**src/rtl/decode_pkg.sv**
```systemverilog
// Shared opcode/funct encodings, ALU operation codes and the D->E control bundle
// for the registered MIPS main decoder.
package decode_pkg;

  localparam logic [5:0] OP_RTYPE  = 6'b000000;
  localparam logic [5:0] OP_REGIMM = 6'b000001;
  localparam logic [5:0] OP_BEQ    = 6'b000100;
  localparam logic [5:0] OP_BNE    = 6'b000101;
  localparam logic [5:0] OP_BLEZ   = 6'b000110;
  localparam logic [5:0] OP_BGTZ   = 6'b000111;
  localparam logic [5:0] OP_ADDI   = 6'b001000;
  localparam logic [5:0] OP_ADDIU  = 6'b001001;
  localparam logic [5:0] OP_SLTI   = 6'b001010;
  localparam logic [5:0] OP_SLTIU  = 6'b001011;
  localparam logic [5:0] OP_ANDI   = 6'b001100;
  localparam logic [5:0] OP_ORI    = 6'b001101;
  localparam logic [5:0] OP_XORI   = 6'b001110;
  localparam logic [5:0] OP_LW     = 6'b100011;
  localparam logic [5:0] OP_SW     = 6'b101011;

  localparam logic [5:0] FN_SLL  = 6'b000000;
  localparam logic [5:0] FN_SRL  = 6'b000010;
  localparam logic [5:0] FN_SRA  = 6'b000011;
  localparam logic [5:0] FN_SLLV = 6'b000100;
  localparam logic [5:0] FN_SRLV = 6'b000110;
  localparam logic [5:0] FN_SRAV = 6'b000111;
  localparam logic [5:0] FN_MUL  = 6'b011000;
  localparam logic [5:0] FN_MULU = 6'b011001;
  localparam logic [5:0] FN_DIV  = 6'b011010;
  localparam logic [5:0] FN_DIVU = 6'b011011;
  localparam logic [5:0] FN_ADD  = 6'b100000;
  localparam logic [5:0] FN_ADDU = 6'b100001;
  localparam logic [5:0] FN_SUB  = 6'b100010;
  localparam logic [5:0] FN_SUBU = 6'b100011;
  localparam logic [5:0] FN_AND  = 6'b100100;
  localparam logic [5:0] FN_OR   = 6'b100101;
  localparam logic [5:0] FN_XOR  = 6'b100110;
  localparam logic [5:0] FN_SLT  = 6'b101010;
  localparam logic [5:0] FN_SLTU = 6'b101011;

  localparam logic [4:0] ALU_AND  = 5'b00000;
  localparam logic [4:0] ALU_OR   = 5'b00001;
  localparam logic [4:0] ALU_ADDU = 5'b00010;
  localparam logic [4:0] ALU_DIV  = 5'b00011;
  localparam logic [4:0] ALU_MUL  = 5'b00100;
  localparam logic [4:0] ALU_SLL  = 5'b00101;
  localparam logic [4:0] ALU_SUBU = 5'b00110;
  localparam logic [4:0] ALU_SLT  = 5'b00111;
  localparam logic [4:0] ALU_SRL  = 5'b01000;
  localparam logic [4:0] ALU_XOR  = 5'b01001;
  localparam logic [4:0] ALU_SLTU = 5'b01010;
  localparam logic [4:0] ALU_SRA  = 5'b01011;
  localparam logic [4:0] ALU_BNE  = 5'b01101;
  localparam logic [4:0] ALU_BGEZ = 5'b01110;
  localparam logic [4:0] ALU_BGTZ = 5'b01111;
  localparam logic [4:0] ALU_BLEZ = 5'b10000;
  localparam logic [4:0] ALU_BLTZ = 5'b10001;
  localparam logic [4:0] ALU_ADD  = 5'b10010;
  localparam logic [4:0] ALU_SUB  = 5'b10011;
  localparam logic [4:0] ALU_DIVU = 5'b10100;
  localparam logic [4:0] ALU_MULU = 5'b10101;

  typedef struct packed {
    logic       reg_write;
    logic       memto_reg;
    logic       mem_write;
    logic       alu_src;
    logic       reg_dst;
    logic       shift_imm;
    logic [4:0] alu_control;
    logic       valid;
    logic       illegal;
  } ctrl_t;

endpackage

```
**src/rtl/decode_comb.sv**
```systemverilog
// Purely combinational main decode: opcode/funct/rt to the control bundle,
// branch flag and the extra E-stage cycles an MDU op needs.
module decode_comb
  import decode_pkg::*;
#(
  parameter int CNT_W   = 4,
  parameter int MUL_LAT = 4,
  parameter int DIV_LAT = 16
) (
  input  logic [5:0]       op_code,
  input  logic [5:0]       funct,
  input  logic [4:0]       rt,
  output ctrl_t            ctrl,
  output logic             branch,
  output logic [CNT_W-1:0] mdu_lat
);

  always_comb begin
    ctrl    = '0;
    branch  = 1'b0;
    mdu_lat = '0;
    case (op_code)
      OP_RTYPE: begin
        ctrl.reg_dst   = 1'b1;
        ctrl.reg_write = 1'b1;
        case (funct)
          FN_SLL:  begin ctrl.alu_control = ALU_SLL; ctrl.shift_imm = 1'b1; end
          FN_SRL:  begin ctrl.alu_control = ALU_SRL; ctrl.shift_imm = 1'b1; end
          FN_SRA:  begin ctrl.alu_control = ALU_SRA; ctrl.shift_imm = 1'b1; end
          FN_SLLV: ctrl.alu_control = ALU_SLL;
          FN_SRLV: ctrl.alu_control = ALU_SRL;
          FN_SRAV: ctrl.alu_control = ALU_SRA;
          FN_MUL:  begin ctrl.alu_control = ALU_MUL;  mdu_lat = CNT_W'(MUL_LAT - 1); end
          FN_MULU: begin ctrl.alu_control = ALU_MULU; mdu_lat = CNT_W'(MUL_LAT - 1); end
          FN_DIV:  begin ctrl.alu_control = ALU_DIV;  mdu_lat = CNT_W'(DIV_LAT - 1); end
          FN_DIVU: begin ctrl.alu_control = ALU_DIVU; mdu_lat = CNT_W'(DIV_LAT - 1); end
          FN_ADD:  ctrl.alu_control = ALU_ADD;
          FN_ADDU: ctrl.alu_control = ALU_ADDU;
          FN_SUB:  ctrl.alu_control = ALU_SUB;
          FN_SUBU: ctrl.alu_control = ALU_SUBU;
          FN_AND:  ctrl.alu_control = ALU_AND;
          FN_OR:   ctrl.alu_control = ALU_OR;
          FN_XOR:  ctrl.alu_control = ALU_XOR;
          FN_SLT:  ctrl.alu_control = ALU_SLT;
          FN_SLTU: ctrl.alu_control = ALU_SLTU;
          default: ctrl.illegal = 1'b1;
        endcase
      end
      OP_REGIMM: begin
        branch = 1'b1;
        case (rt)
          5'b00000: ctrl.alu_control = ALU_BLTZ;
          5'b00001: ctrl.alu_control = ALU_BGEZ;
          default:  ctrl.illegal = 1'b1;
        endcase
      end
      OP_BEQ:   begin branch = 1'b1; ctrl.alu_control = ALU_SUBU; end
      OP_BNE:   begin branch = 1'b1; ctrl.alu_control = ALU_BNE;  end
      OP_BLEZ:  begin branch = 1'b1; ctrl.alu_control = ALU_BLEZ; end
      OP_BGTZ:  begin branch = 1'b1; ctrl.alu_control = ALU_BGTZ; end
      OP_ADDI, OP_ADDIU, OP_SLTI, OP_SLTIU, OP_ANDI, OP_ORI, OP_XORI: begin
        ctrl.alu_src   = 1'b1;
        ctrl.reg_write = 1'b1;
        case (op_code)
          OP_ADDI:  ctrl.alu_control = ALU_ADD;
          OP_ADDIU: ctrl.alu_control = ALU_ADDU;
          OP_SLTI:  ctrl.alu_control = ALU_SLT;
          OP_SLTIU: ctrl.alu_control = ALU_SLTU;
          OP_ANDI:  ctrl.alu_control = ALU_AND;
          OP_ORI:   ctrl.alu_control = ALU_OR;
          default:  ctrl.alu_control = ALU_XOR;
        endcase
      end
      OP_LW: begin
        ctrl.alu_src     = 1'b1;
        ctrl.memto_reg   = 1'b1;
        ctrl.reg_write   = 1'b1;
        ctrl.alu_control = ALU_ADDU;
      end
      OP_SW: begin
        ctrl.alu_src     = 1'b1;
        ctrl.mem_write   = 1'b1;
        ctrl.alu_control = ALU_ADDU;
      end
      default: ctrl.illegal = 1'b1;
    endcase
    // An illegal instruction travels on as a flagged bubble with nothing enabled.
    if (ctrl.illegal) begin
      ctrl         = '0;
      ctrl.illegal = 1'b1;
      branch       = 1'b0;
      mdu_lat      = '0;
    end
    ctrl.valid = ~ctrl.illegal;
  end

endmodule

```
**src/rtl/decode_ctrl_e.sv**
```systemverilog
// D-stage decoder with registered D->E control bundle, bubble insertion and an
// E-stage hold counter for multi-cycle mul/div.
module decode_ctrl_e
  import decode_pkg::*;
#(
  parameter int ALUCTL_W = 5,
  parameter int MUL_LAT  = 4,
  parameter int DIV_LAT  = 16
) (
  input  logic                clk,
  input  logic                rst_n,
  input  logic                instr_valid_d,
  input  logic [5:0]          op_code,
  input  logic [5:0]          funct,
  input  logic [4:0]          rt,
  input  logic                stall_d,
  input  logic                flush_e,
  output logic                branch_d,
  output logic [ALUCTL_W-1:0] alu_control_d,
  output logic                illegal_d,
  output logic                reg_write_e,
  output logic                memto_reg_e,
  output logic                mem_write_e,
  output logic                alu_src_e,
  output logic                reg_dst_e,
  output logic                shift_imm_e,
  output logic [ALUCTL_W-1:0] alu_control_e,
  output logic                valid_e,
  output logic                illegal_e,
  output logic                mdu_busy,
  output logic                stall_mdu
);

  localparam int MAX_LAT = (MUL_LAT > DIV_LAT) ? MUL_LAT : DIV_LAT;
  localparam int CNT_W   = (MAX_LAT > 1) ? $clog2(MAX_LAT) : 1;

  ctrl_t            ctrl_p0;
  logic [CNT_W-1:0] mdu_lat_p0;
  ctrl_t            ctrl_p1;
  logic [CNT_W-1:0] cnt_p1;

  decode_comb #(
    .CNT_W   (CNT_W),
    .MUL_LAT (MUL_LAT),
    .DIV_LAT (DIV_LAT)
  ) u_decode_comb (
    .op_code (op_code),
    .funct   (funct),
    .rt      (rt),
    .ctrl    (ctrl_p0),
    .branch  (branch_d),
    .mdu_lat (mdu_lat_p0)
  );

  assign alu_control_d = ALUCTL_W'(ctrl_p0.alu_control);
  assign illegal_d     = ctrl_p0.illegal;

  // D -> E boundary: a non-zero counter freezes E and overrides flush/bubbles.
  always_ff @(posedge clk or negedge rst_n) begin
    if (!rst_n) begin
      ctrl_p1 <= '0;
      cnt_p1  <= '0;
    end else if (cnt_p1 != '0) begin
      cnt_p1 <= cnt_p1 - CNT_W'(1);
    end else if (flush_e || stall_d || !instr_valid_d) begin
      ctrl_p1 <= '0;
    end else begin
      ctrl_p1 <= ctrl_p0;
      cnt_p1  <= mdu_lat_p0;
    end
  end

  assign reg_write_e   = ctrl_p1.reg_write;
  assign memto_reg_e   = ctrl_p1.memto_reg;
  assign mem_write_e   = ctrl_p1.mem_write;
  assign alu_src_e     = ctrl_p1.alu_src;
  assign reg_dst_e     = ctrl_p1.reg_dst;
  assign shift_imm_e   = ctrl_p1.shift_imm;
  assign alu_control_e = ALUCTL_W'(ctrl_p1.alu_control);
  assign valid_e       = ctrl_p1.valid;
  assign illegal_e     = ctrl_p1.illegal;
  assign mdu_busy      = (cnt_p1 != '0);
  assign stall_mdu     = mdu_busy;

endmodule

```
**config.mk**
```make
export PLATFORM = sky130hd
export DESIGN_NAME = decode_ctrl_e
export DESIGN_NICKNAME = d
export VERILOG_FILES = /design/src/rtl/decode_pkg.sv /design/src/rtl/decode_comb.sv /design/src/rtl/decode_ctrl_e.sv
export SDC_FILE = /design/constraint.sdc
export NUM_CORES = 1
export LEC_CHECK = 0
export ABC_CLOCK_PERIOD_IN_PS = 4700
export CORE_ASPECT_RATIO = 0.8
export CORE_MARGIN = 5
export CORE_UTILIZATION = 35
export CTS_BUF_LIST = sky130_fd_sc_hd__clkbuf_8
export CTS_CLUSTER_SIZE = 10
export DETAILED_ROUTE_END_ITERATION = 8
export SYNTH_ARGS = -nofsm -noshare
export SYNTH_HDL_FRONTEND = slang
export SYNTH_SLANG_ARGS = --single-unit
```
**constraint.sdc**
```tcl
create_clock -name clk -period 4.7 [get_ports clk]
set_input_delay 1.175 -clock clk [delete_from_list [all_inputs] [get_ports clk]]
set_output_delay 1.175 -clock clk [all_outputs]
set_load 0.01 [all_outputs]
```
==> results_dict.tcl, run 1 <==
set metrics [dict create \
    combPwrFrac 0.429 \
    cp-end-kind "output port" \
    grt_pass1_wl_um 6890 \
    setup_tns_ns 0 \
    grt_use_met3 0.0145 \
    cp.arrival_ns 3.40 \
    synth_fp_nets 207 \
    place.gp.congestion 0.856 \
    internal-power_w 0.000343 \
    clockBufferDepth 2 \
    synthSimpleGateAreaFrac 0.287 \
    cp_slowest_cell "clkdlybuf4s50_1" \
    dp_hpwl_um 3420 \
    syn_avg_cell_area_um2 8.05 \
    die_h_um 68.2 \
    p_seq_frac 0.363 \
    ir_drop_mv 0.143 \
    port_buffers 43 \
    core-area_um2 4130 \
    synth-compound-area-share 0.264 \
    path_class "input pin to output port" \
    p_sw_frac 0.344 \
    largest_reg_flops 5 \
    cp_cell_sequence "clkdlybuf4s50_1 -> and3b_1 -> o31ai_1 -> a31oi_2 -> a211oi_2 -> inv_1 -> clkdlybuf4s50_1" \
    synthArstFlopShare 1.00 \
    n_antenna_cell 0 \
    period_needed_ns 4.58 \
    clk_latency_ns 0.25 \
    clock_skew_ns 0.00483 \
    ys_seq_elements 17 \
    cts_hold_buffers 0 \
    start_util 0.359 \
    yosys-top-cells-area "dfrtp_1, nand2_1, nor2b_1, buf_4, o31ai_1" \
    synth_edf_count 0 \
    cts_sinks 17 \
    maxSlewViolCount 0 \
    finalSetupViolCount 0 \
    layout-drive-gt1-share 0.109 \
    die_w_um 82.7 \
    drt_iter0_markers 82 \
    clk_pin_slew_ns 0.07 \
    min_path_type "register to register" \
    netlist_instances 184 \
    gr-usage-met1 0.225 \
    drc_errors 0 \
    cpPeakStageDelay_ns 0.67 \
    leakage_nw 0.863 \
    synthMuxAreaShare 0.0414 \
    clock.fmax_ghz 0.218 \
    yosysMostFrequentCell "nand2_1" \
    fin_nets 253 \
    critical_path.max_fanout 9 \
    ys_types 55 \
    grt_pass1_vias 1433 \
    cpMostUsedCell "clkdlybuf4s50_1" \
    routed-via-count 1552 \
    synthAdderAreaFrac 0.00845 \
    ios 44 \
    rsz0062_at_grt "no" \
    cts_inserted_buffers 3 \
    syn_to_final_growth_pct 38.2 \
    slew_headroom 0.490 \
    synthXorXnorAreaFrac 0.0177 \
    antenna_found_initial 0 \
    cp-start-kind "input pin" \
    worstMarginPinSlew_ns 0.763 \
    p_per_area_nw_per_um2 256 \
    yosysSeqAreaShare 0.287 \
    ant_nets 0 \
    routed_wl_um 4310 \
    synth_top_family_by_area "simple AND/OR/NAND/NOR gates" \
    cp_top_family "buffers and inverters" \
    synth.cell_area_um2 1480 \
    crit_buf_inv 3 \
    synth_commonest_cells "nand2_1, dfrtp_1, inv_1, nor2_1, nor2b_1" \
    htree_levels 1 \
    grt_max_degree 18 \
    grt_util_met2 0.253 \
    grt_overflow 0 \
    yosys.area.top_type_share 0.287 \
    hold_violations 0 \
    synth_ff_type "dfrtp_1" \
    yosysWarnings 0 \
    gr-max-usage-layer "met2" \
    first_pass_iters 4 \
    root_buffer "clkbuf_8" \
    p_switching_w 0.000180 \
    fin_crit_sh 0.974 \
    required_ns 3.52 \
    outcome "complete, no violations" \
    cts_tree "built" \
    viasPerCell 5.43 \
    p_clk_frac 0.208 \
    wl_per_cell_um 15.1 \
    drv_cap 0 \
    synth_top_area_cell "dfrtp_1" \
    grt_usage 0.159 \
    fill_cells 396 \
    post-route-util 0.496 \
    row_count 21 \
    die_area_um2 5640 \
]
## worst paths after layout
path	startpoint	to	slack (ns)	cells past startpoint
worst max-delay path	funct[1]	alu_control_d[0]	0.12	7
worst min-delay path	alu_control_e[2]	alu_control_e[2]	0.48	2
worst max register to register	cnt_p1[0]	cnt_p1[0]	2.69	6
worst min register to register	alu_control_e[2]	alu_control_e[2]	0.48	2
max in group asynchronous	rst_n	shift_imm_e	2.85	1
min in group asynchronous	rst_n	alu_control_e[2]	1.37	1
## placed cells by master, fill, tap and decap left out, types with 3 or more instances in the layout
cell and instances:
a21oi_1 6, buf_4 13, clkbuf_8 3, clkdlybuf4s50_1 42
dfrtp_1 17, inv_1 12, mux2i_1 5, nand2_1 21
nand2b_1 5, nand3_1 5, nor2_1 12, nor2b_1 9
nor3_1 6, nor3b_1 3, o21ai_0 8, o31ai_1 7
or3_1 3
## power by group through the flow
stage	Sequential [W]	Clock (W)	Combinational [W]
after detailed placement	0.000193	0	0.000225
after global routing	0.000194	0.000117	0.000246
after CTS	0.000190	0.000112	0.000226
after global placement	0.000192	0	0.000220
final	0.000190	0.000109	0.000225
after floorplan	0.000194	0	0.000140
## area by class of cell
cell class / count / area [um^2] / share of cell area
sequential: 17 / 425 / 0.208
clock buffer: 3 / 41.3 / 0.0202
multi-input combinational: 140 / 928 / 0.454
clock inverter: 1 / 5.00 / 0.00244
tap: 57 / 71.3 / 0.0348
timing repair buffer: 56 / 531 / 0.259
inverter: 12 / 45.0 / 0.0220
## worst min-delay path: stages, from the launching register on
cell and delay, ns:
dfrtp_1 0.34, nand2_1 0.05, o31ai_1 0.05
## layer usage
| metal | vias up | wire, um |
|---|---|---|
| li1 | 755 | - |
| met4 | 0 | 44 |
| met3 | 4 | 296 |
| met1 | 733 | 2050 |
| met5 | - | 0 |
| met2 | 60 | 1910 |
## what timing repair did
action,CTS,global route
setup endpoints to repair,0,3
buffers inserted,0,0
resized for setup,0,4
## per-stage QoR
| stage | instance area [um^2] | power (W) | setup slack [ns] | hold WS (ns) | instances |
|---|---|---|---|---|---|
| floorplan | 1480 | 0.000333 | 1.22 | 0.482 | 184 |
| global placement | 1990 | 0.000413 | 0.0638 | 0.460 | 282 |
| detailed placement | 1990 | 0.000419 | 0.0507 | 0.466 | 282 |
| CTS | 2030 | 0.000529 | 0.0504 | 0.481 | 286 |
| global route | 2050 | 0.000557 | 0.00421 | 0.494 | 286 |
| finish | 2050 | 0.000524 | 0.122 | 0.479 | 286 |
## logic make-up (layout without fill, tap and decap cells)
family / after synthesis / in the layout
muxes: 6 / 6
and+or+nand+nor: 78 / 78
xor gates and xnor gates: 3 / 3
adders and majority gates: 1 / 1
buffers and inverters: 27 / 72
AOI/OAI and AO/OA: 52 / 52
DFF: 17 / 17
Power figures use the tool's default switching activity.
==> run 2, diff against run 1 <==
Settings changed: SKIP_LAST_GASP set to 1.
==> results of run 2 <==
Same layout as run 1: the final DEF is identical, and so are final timing and power.
==> run 3, diff against run 2 <==
Settings changed: SYNTH_HIERARCHICAL set to 1.
==> results_dict.tcl, run 3 <==
set metrics [dict create \
    outcome "complete, no violations" \
    n_antenna_cell 0 \
    syn_to_final_growth_pct 39.2 \
    cts_sinks 17 \
    yosys.area.top_type_share 0.276 \
    grt_pass1_wl_um 7110 \
    reg2reg_from "cnt_p1[0]" \
    ios 44 \
    worstMarginPinSlew_ns 0.827 \
    die_h_um 69.3 \
    synth_top_family_by_area "compound AO/OA/AOI/OAI gates" \
    netlist_instances 175 \
    min_path_type "register to register" \
    cts_inserted_buffers 3 \
    r2r_end "cnt_p1[3]" \
    yosys-top-cells-area "dfrtp_1, a22o_2, o21ai_0, nand2b_1, nor2_1" \
    r2r_setup_slack_ns 2.68 \
    path_class "input pin to output port" \
    maxSlewViolCount 0 \
    r2r.worst_path.cells 5 \
    die_area_um2 5840 \
    grt_max_degree 21 \
    layout_common_cells "clkdlybuf4s50_1, dfrtp_1, buf_4, nor2_1, a22o_2" \
    synthXorXnorAreaFrac 0.0114 \
    htree_levels 1 \
    fin_crit_sh 0.987 \
    synth_fp_nets 198 \
    drv_cap 0 \
    grt_overflow 0 \
    syn_avg_cell_area_um2 8.80 \
    synth_edf_count 0 \
    synthAdderAreaFrac 0.00812 \
    drc_errors 0 \
    yosysWarnings 6 \
    viasPerCell 5.58 \
    synthArstFlopShare 1.00 \
    yosysMostFrequentCell "dfrtp_1" \
    wl_per_cell_um 14.8 \
    layout_commonest_cell "clkdlybuf4s50_1" \
    drt_iter0_markers 139 \
    fin_nets 246 \
    cts_hold_buffers 0 \
    required_ns 3.52 \
    leakage_nw 0.870 \
    finalSetupViolCount 0 \
    hold_violations 0 \
    dp_cells 275 \
    hold_depth 1 \
    synth_top_area_cell "dfrtp_1" \
    min-delay-start "cnt_p1[0]" \
    synth-compound-area-share 0.305 \
    die_w_um 84.2 \
    critical_path.max_fanout 4 \
    cts_tree "built" \
    ant_nets 0 \
    row_count 21 \
    layout-drive-gt1-share 0.207 \
    synthSimpleGateAreaFrac 0.295 \
    antenna_found_initial 0 \
    grt_pass1_vias 1517 \
    port_buffers 43 \
    largest_reg_flops 5 \
    cp-start-kind "input pin" \
    dp_hpwl_um 3310 \
    place.gp.congestion 0.871 \
    ir_drop_mv 0.150 \
    whs_endpoint "cnt_p1[0]" \
    clk_pin_slew_ns 0.07 \
    root_buffer "clkbuf_8" \
    fin_ws_ns 0.0595 \
    cp-end-kind "output port" \
    ys_types 64 \
    start_util 0.364 \
    synth_ff_type "dfrtp_1" \
    synth_commonest_cells "dfrtp_1, nor2_1, a22o_2, clkbuf_1, o21ai_0" \
    first_pass_iters 4 \
    place_ws_ns -0.0429 \
    clock.fmax_ghz 0.215 \
    core-area_um2 4230 \
    grt_usage 0.142 \
    clockBufferDepth 2 \
    slew_headroom 0.449 \
    rsz0062_at_grt "yes" \
    clock_skew_ns 0.00444 \
    clk_latency_ns 0.25 \
    routed-via-count 1557 \
    cp-startpoint "rt[1]" \
    cp.arrival_ns 3.47 \
    period_needed_ns 4.64 \
    p_per_area_nw_per_um2 247 \
    routed_wl_um 4140 \
    yosysSeqAreaShare 0.276 \
    synth.cell_area_um2 1540 \
    synthMuxAreaShare 0.0138 \
    ys_seq_elements 17 \
    layout.cells.non_filler 279 \
]
==> run 3: worst max path at each step <==
stage / to / slack, ns / cells after the start
final: branch_d / 0.06 / 6
after global routing: branch_d / -0.07 / 6
after CTS: alu_control_d[3] / 0.02 / 6
after detailed placement: alu_control_d[4] / -0.04 / 6
after global placement: alu_control_d[4] / 0.03 / 6
after floorplan: alu_control_d[4] / 0.96 / 4
==> run 3: repair_timing <==
item,4_1_cts,5_1_grt
hold endpoints to repair,0,0
resized for setup,1,5
endpoints found under the setup margin,1,6
buffers inserted,0,0
==> run 3: logic make-up (layout without fill, tap and decap cells) <==
family                     Yosys count  count (layout)
adders and majority gates            1               1
and+or+nand+nor                     66              66
xor gates and xnor gates             2               2
buffers and inverters               26              73
DFF                                 17              17
muxes                                2               2
AOI/OAI and AO/OA                   61              61
==> run 3: final cells by class <==
type                    count  area (um^2)
clock inverters             1         5.00
multi-input cells         132         1010
clock buffers               3         41.3
well taps                  57         71.3
fillers                   391         2090
flip-flops and latches     17          425
inverters                   9         33.8
repair buffers             60          561
==> run 3: report_power, final <==
part | total, W | internal [W] | switching, W
Sequential | 0.000193 | 0.000173 | 0.0000193
Clock | 0.000105 | 0.0000586 | 0.0000465
Combinational | 0.000231 | 0.000116 | 0.000115
Total | 0.000529 | 0.000348 | 0.000181
==> run 3: worst max-delay path, stage by stage <==
cell and delay (ns):
clkdlybuf4s50_1 0.39, or4_1 0.59, nor3b_1 0.18, nand4bb_4 0.25, a211oi_1 0.29, clkdlybuf4s50_1 0.59
==> run 3: through the flow <==
| step | TNS [ns] | total power, W | hold slack [ns] | cell area, um^2 | util |
|---|---|---|---|---|---|
| finish | 0 | 0.000529 | 0.499 | 2140 | 0.507 |
| global route | -0.102 | 0.000566 | 0.525 | 2140 | 0.507 |
| CTS | 0 | 0.000533 | 0.500 | 2110 | 0.500 |
| detailed placement | -0.0429 | 0.000425 | 0.492 | 2060 | 0.488 |
| global placement | 0 | 0.000414 | 0.476 | 2060 | 0.488 |
| floorplan | 0 | 0.000349 | 0.457 | 1540 | - |
==> run 3: routing by layer <==
layer,track usage,part of all wire,vias to the layer above
met5,0,0,-
met4,0.0393,0.0082,0
met3,0.0166,0.055,2
met2,0.226,0.46,55
met1,0.203,0.48,739
li1,-,-,761
==> patch 1 (config.mk and constraints of run 3) <==
Make the reset (`rst_n`) synchronous in one clocked block.
--- a/src/rtl/decode_ctrl_e.sv
+++ b/src/rtl/decode_ctrl_e.sv
@@ -56,7 +56,7 @@
   assign illegal_d     = ctrl_p0.illegal;
 
   // D -> E boundary: a non-zero counter freezes E and overrides flush/bubbles.
-  always_ff @(posedge clk or negedge rst_n) begin
+  always_ff @(posedge clk) begin
     if (!rst_n) begin
       ctrl_p1 <= '0;
       cnt_p1  <= '0;
Function: differs if rst_n is asserted again (counterexample within 4 cycles, from zero or initial values and one cycle with rst_n low); with rst_n held inactive, the same outputs for 10 cycles.
==> patch 1 against run 3 <==
  * Non-clock buffer count up 3
  * Wire length up 4.9%
  * Global-route usage up 0.071 points
  * Setup slack better by 12 ps
  * Area after synthesis about the same
  * Clock skew up 0.82 ps
  * Sequential cell count unchanged
  * Total power up 12%
  * Via count up 5.7%
  * Cell area up 0.53%
==> patch 1: results (changes against run 3) <==
Mapped Nets -> 229 (was 198)
DR WL/cell -> 14.0 µm (was 14.8 µm)
CP startpoint -> op_code[5] (was rt[1])
met3 routed wirelength -> 236 µm (was 229 µm)
Hold Crit Depth -> 2 (was 1)
worst-path fanout max -> 5 (was 4)
Compound-Gate Fraction of Synth Area -> 28.1% (was 30.5%)
met3 Use GR -> 3.92% (was 1.66%)
final net count -> 278 (was 246)
Hold EP -> memto_reg_e (was cnt_p1[0])
Synth Area in XOR/XNOR -> 1.70% (was 1.14%)
Reg2Reg Depth -> 7 (was 5)
fraction of layout cells with a size suffix above 1 -> 16.1% (was 20.7%)
DR iter-0 viols -> 54 (was 139)
vias in the first global route -> 1452 (was 1517)
Worst-Margin Slew -> 1020 ps (was 827 ps)
CP endpoint -> alu_control_d[1] (was branch_d)
Post-Synth Adder-Cell Area -> 0.812% (about the same)
Worst path top cell family by delay -> buffers and inverters (was simple AND/OR/NAND/NOR gates)
grt met1 use -> 20.4% (was 20.3%)
GR Layer Usage met2 -> 21.8% (was 22.6%)
vias -> 1646 (was 1557)
drt via density -> 5.29 (was 5.58)
Main synth FF type -> dfxtp_1 (was dfrtp_1)
post-CTS resize count -> 0 (was 1)
dpl ws -> 29.1 ps (was -42.9 ps)
VDD IR max -> 0.000188 V (was 0.000150 V)
Mean Syn Cell Area -> 7.48 µm² (was 8.80 µm²)
post-synthesis sequential area ratio -> 22.1% (was 27.6%)
Final Cycle Share -> 98.5% (was 98.7%)
reg2reg start -> cnt_p1[0] (unchanged)
GPL Wtd Cong -> 0.810 (was 0.871)
mux cell area share after synthesis -> 1.38% (about the same)
all-layer global routing usage -> 14.3% (was 14.2%)
Leakage -> 0.780 nW (was 0.870 nW)
dpl hpwl -> 3.37 mm (was 3.31 mm)
Flop pwr share -> 29.8% (was 36.4%)
outcome -> finished clean (unchanged)
-- patch 1: cell count changes after synthesis, moves of 2 or more --
cell	delta
nand3_1	+13
a22o_2	-10
dfrtp_1	-17
nand2_1	+13
buf_2	+2
a21oi_1	+11
a22o_1	-3
buf_8	-2
inv_1	+2
dfxtp_1	+17
-- patch 1: final cells by class --
| cell class | instances | area [µm²] | share of cell area, % |
|---|---|---|---|
| clock buffer | 3 | 41.3 | 1.92 |
| timing repair buffer | 63 | 591 | 27.4 |
| sequential | 17 | 340 | 15.8 |
| clock inverter | 1 | 5.00 | 0.232 |
| multi-input combinational | 157 | 1060 | 49.1 |
| tap | 57 | 71.3 | 3.31 |
| inverter | 13 | 48.8 | 2.26 |
-- patch 1: per-stage QoR --
step | area, µm² | util (%) | power (W)
global route | 2160 | 51.0 | 0.000636
global placement | 2090 | 49.5 | 0.000484
floorplan | 1540 | - | 0.000407
detailed placement | 2090 | 49.5 | 0.000488
finish | 2160 | 51.0 | 0.000592
CTS | 2140 | 50.5 | 0.000601
==> patch 2 (config.mk and constraints of run 3) <==
Without the edit above. `DIV_LAT` is set to 16 in 2 places; all go to 32.
--- a/src/rtl/decode_comb.sv
+++ b/src/rtl/decode_comb.sv
@@ -5,7 +5,7 @@
 #(
   parameter int CNT_W   = 4,
   parameter int MUL_LAT = 4,
-  parameter int DIV_LAT = 16
+  parameter int DIV_LAT = 32
 ) (
   input  logic [5:0]       op_code,
   input  logic [5:0]       funct,
--- a/src/rtl/decode_ctrl_e.sv
+++ b/src/rtl/decode_ctrl_e.sv
@@ -5,7 +5,7 @@
 #(
   parameter int ALUCTL_W = 5,
   parameter int MUL_LAT  = 4,
-  parameter int DIV_LAT  = 16
+  parameter int DIV_LAT  = 32
 ) (
   input  logic                clk,
   input  logic                rst_n,
Check against the original RTL: no difference found for any inputs over 10 cycles, from zero or initial values and one cycle with rst_n low; that may be too few to reach the edited logic, so the function may still have changed.
==> patch 2 against run 3 <==
  * Area after synthesis grew 2.8%
  * Wire length grew 2.6%
  * Cell area grew 1.9%
  * Via count grew 3.7%
  * Maximum frequency shrank 0.48%
  * Setup slack lost 22 ps
  * Clock skew shrank 3.5 ps
  * Total power grew 1.3%
  * Critical endpoint is now alu_control_d[4]
  * Sequential cell count grew 1
==> patch 2: results (changes against run 3) <==
pin count of the biggest net entering global routing -> 25 (was 21)
global-route wire length before repair -> 7.00 mm (was 7.11 mm)
PortBufs -> 43 (unchanged)
skew final -> 0.925 ps (was 4.44 ps)
Num CTS Buffers -> 3 (unchanged)
yosys warns -> 6 (unchanged)
asr flop ratio synth -> 100% (unchanged)
source of the worst hold timing path -> alu_control_e[4] (was cnt_p1[0])
vias in the first global route -> 1535 (was 1517)
fraction of layout cells with a size suffix above 1 -> 16.7% (was 20.7%)
Crit path largest cell delay -> 590 ps (about the same)
Layout fillers -> 402 (was 391)
Hold Crit Depth -> 1 (unchanged)
Hold WS -> 504 ps (was 499 ps)
synth top area cells -> dfrtp_1 28%, a22o_1 7.2%, nand2b_1 3.2%, o21ai_0 2.8%, nor2_1 2.6% (was dfrtp_1 28%, a22o_2 6.5%, o21ai_0 2.9%, nand2b_1 2.8%, nor2_1 2.7%)
Critical Path AT -> 3490 ps (was 3470 ps)
crit path max-delay cell type -> or4_4 (was or4_1)
worst-path fanout max -> 5 (was 4)
dpl ws -> -45.8 ps (was -42.9 ps)
Inst Count DP -> 282 (was 275)
Reg2Reg Depth -> 5 (unchanged)
DRT antenna net count -> 0 (unchanged)
Mapped Nets -> 205 (was 198)
post-synthesis sequential area ratio -> 28.4% (was 27.6%)
Worst-Margin Slew -> 905 ps (was 827 ps)
outcome -> finished clean (unchanged)
Hold EP -> alu_control_e[4] (was cnt_p1[0])
Clock Latency Late Sink -> 250 ps (about the same)
Yosys cell types -> 61 (was 64)
post-CTS resize count -> 1 (unchanged)
dpl hpwl -> 3.37 mm (was 3.31 mm)
Max Root-Sink Buffers -> 2 (unchanged)
Area growth syn-to-layout -> 38.0% (was 39.2%)
Leakage -> 0.890 nW (was 0.870 nW)
DR iter-0 viols -> 49 (was 139)
worst hold path class -> reg2reg (unchanged)
Root Driver -> clkbuf_8 (unchanged)
Main synth FF type -> dfrtp_1 (unchanged)
post-CTS setup buffers -> 0 (unchanged)
all-layer global routing usage -> 13.9% (was 14.2%)
Post-synth top cells -> 18 x dfrtp_1, 13 x a22o_1, 11 x nor2_1, 10 x clkbuf_1 (was 17 x dfrtp_1, 11 x nor2_1, 10 x a22o_2, 10 x clkbuf_1, 9 x o21ai_0)
Layout Cells excl Fill -> 285 (was 279)
setup slack, reg-to-reg -> 2580 ps (was 2680 ps)
dpl cell area -> 2110 µm² (was 2060 µm²)
initial antenna violation count -> 0 (unchanged)
VDD IR max -> 0.000129 V (was 0.000150 V)
reg-to-reg endpoint -> illegal_e (was cnt_p1[3])
Mean Syn Cell Area -> 8.70 µm² (was 8.80 µm²)
CTS H-Tree Depth -> 1 (unchanged)
vias -> 1614 (was 1557)
final net count -> 253 (was 246)
drt pass-1 iters -> 4 (unchanged)
Worst path top cell family by delay -> buffers and inverters (was simple AND/OR/NAND/NOR gates)
GPL Wtd Cong -> 0.816 (was 0.871)
Reg clk slew, reported paths -> 60 ps
Total Wirelength -> 4.25 mm (was 4.14 mm)
reg2reg start -> cnt_p1[0] (unchanged)
n_diodes -> 0 (unchanged)
## patch 2: cell count changes after synthesis, sizes merged
| cell | delta |
|---|---|
| o21ai | +1 |
| nand2b | +1 |
| nand2 | +1 |
| xnor2 | +1 |
| or4b | +1 |
| or3b | -1 |
| or3 | -1 |
| a21oi | +3 |
| dfrtp | +1 |
| or2b | -1 |
| buf | +2 |
| a221o | -1 |
## patch 2: cell type report
type,count,share of cell area (%)
multi-input cells,136,46.4
repair buffers,62,26.3
flip-flops and latches,18,20.6
well taps,57,3.26
clock buffers,3,1.89
inverters,9,1.55
## patch 2: kinds of logic (layout without fill, tap and decap cells)
kind of cell	count (synthesis)	count (layout)	synth area share (%)
xor gates and xnor gates	3	3	1.66
AOI/OAI and AO/OA	64	64	29.5
adders and majority gates	1	1	0.790
and+or+nand+nor	66	66	28.5
buffers and inverters	28	74	9.79
DFF	18	18	28.4
muxes	2	2	1.34
## patch 2: routing by layer
metal / global-route usage [%] / up-vias / wire length (µm)
li1: - / 774 / -
met1: 19.6 / 774 / 2000
met2: 21.8 / 63 / 1950
met3: 1.29 / 3 / 278
met4: 5.27 / 0 / 15
met5: 0 / - / 0
## patch 2: how the worst max path moves through the flow
stage               startpoint                to  slack [ps]
floorplan           op_code[5]  alu_control_d[4]         960
global placement    op_code[5]  alu_control_d[4]          -8
detailed placement  op_code[5]  alu_control_d[4]         -50
CTS                 op_code[5]  alu_control_d[4]          20
global route        op_code[5]  alu_control_d[4]         -60
finish              op_code[5]  alu_control_d[4]          40
## patch 2: power by group
part	internal [W]	switching, W	total [W]	leakage, nW
clock network	0.0000568	0.0000462	0.000103	0.0216
registers	0.000183	0.0000215	0.000205	0.242
logic	0.000114	0.000114	0.000228	0.626
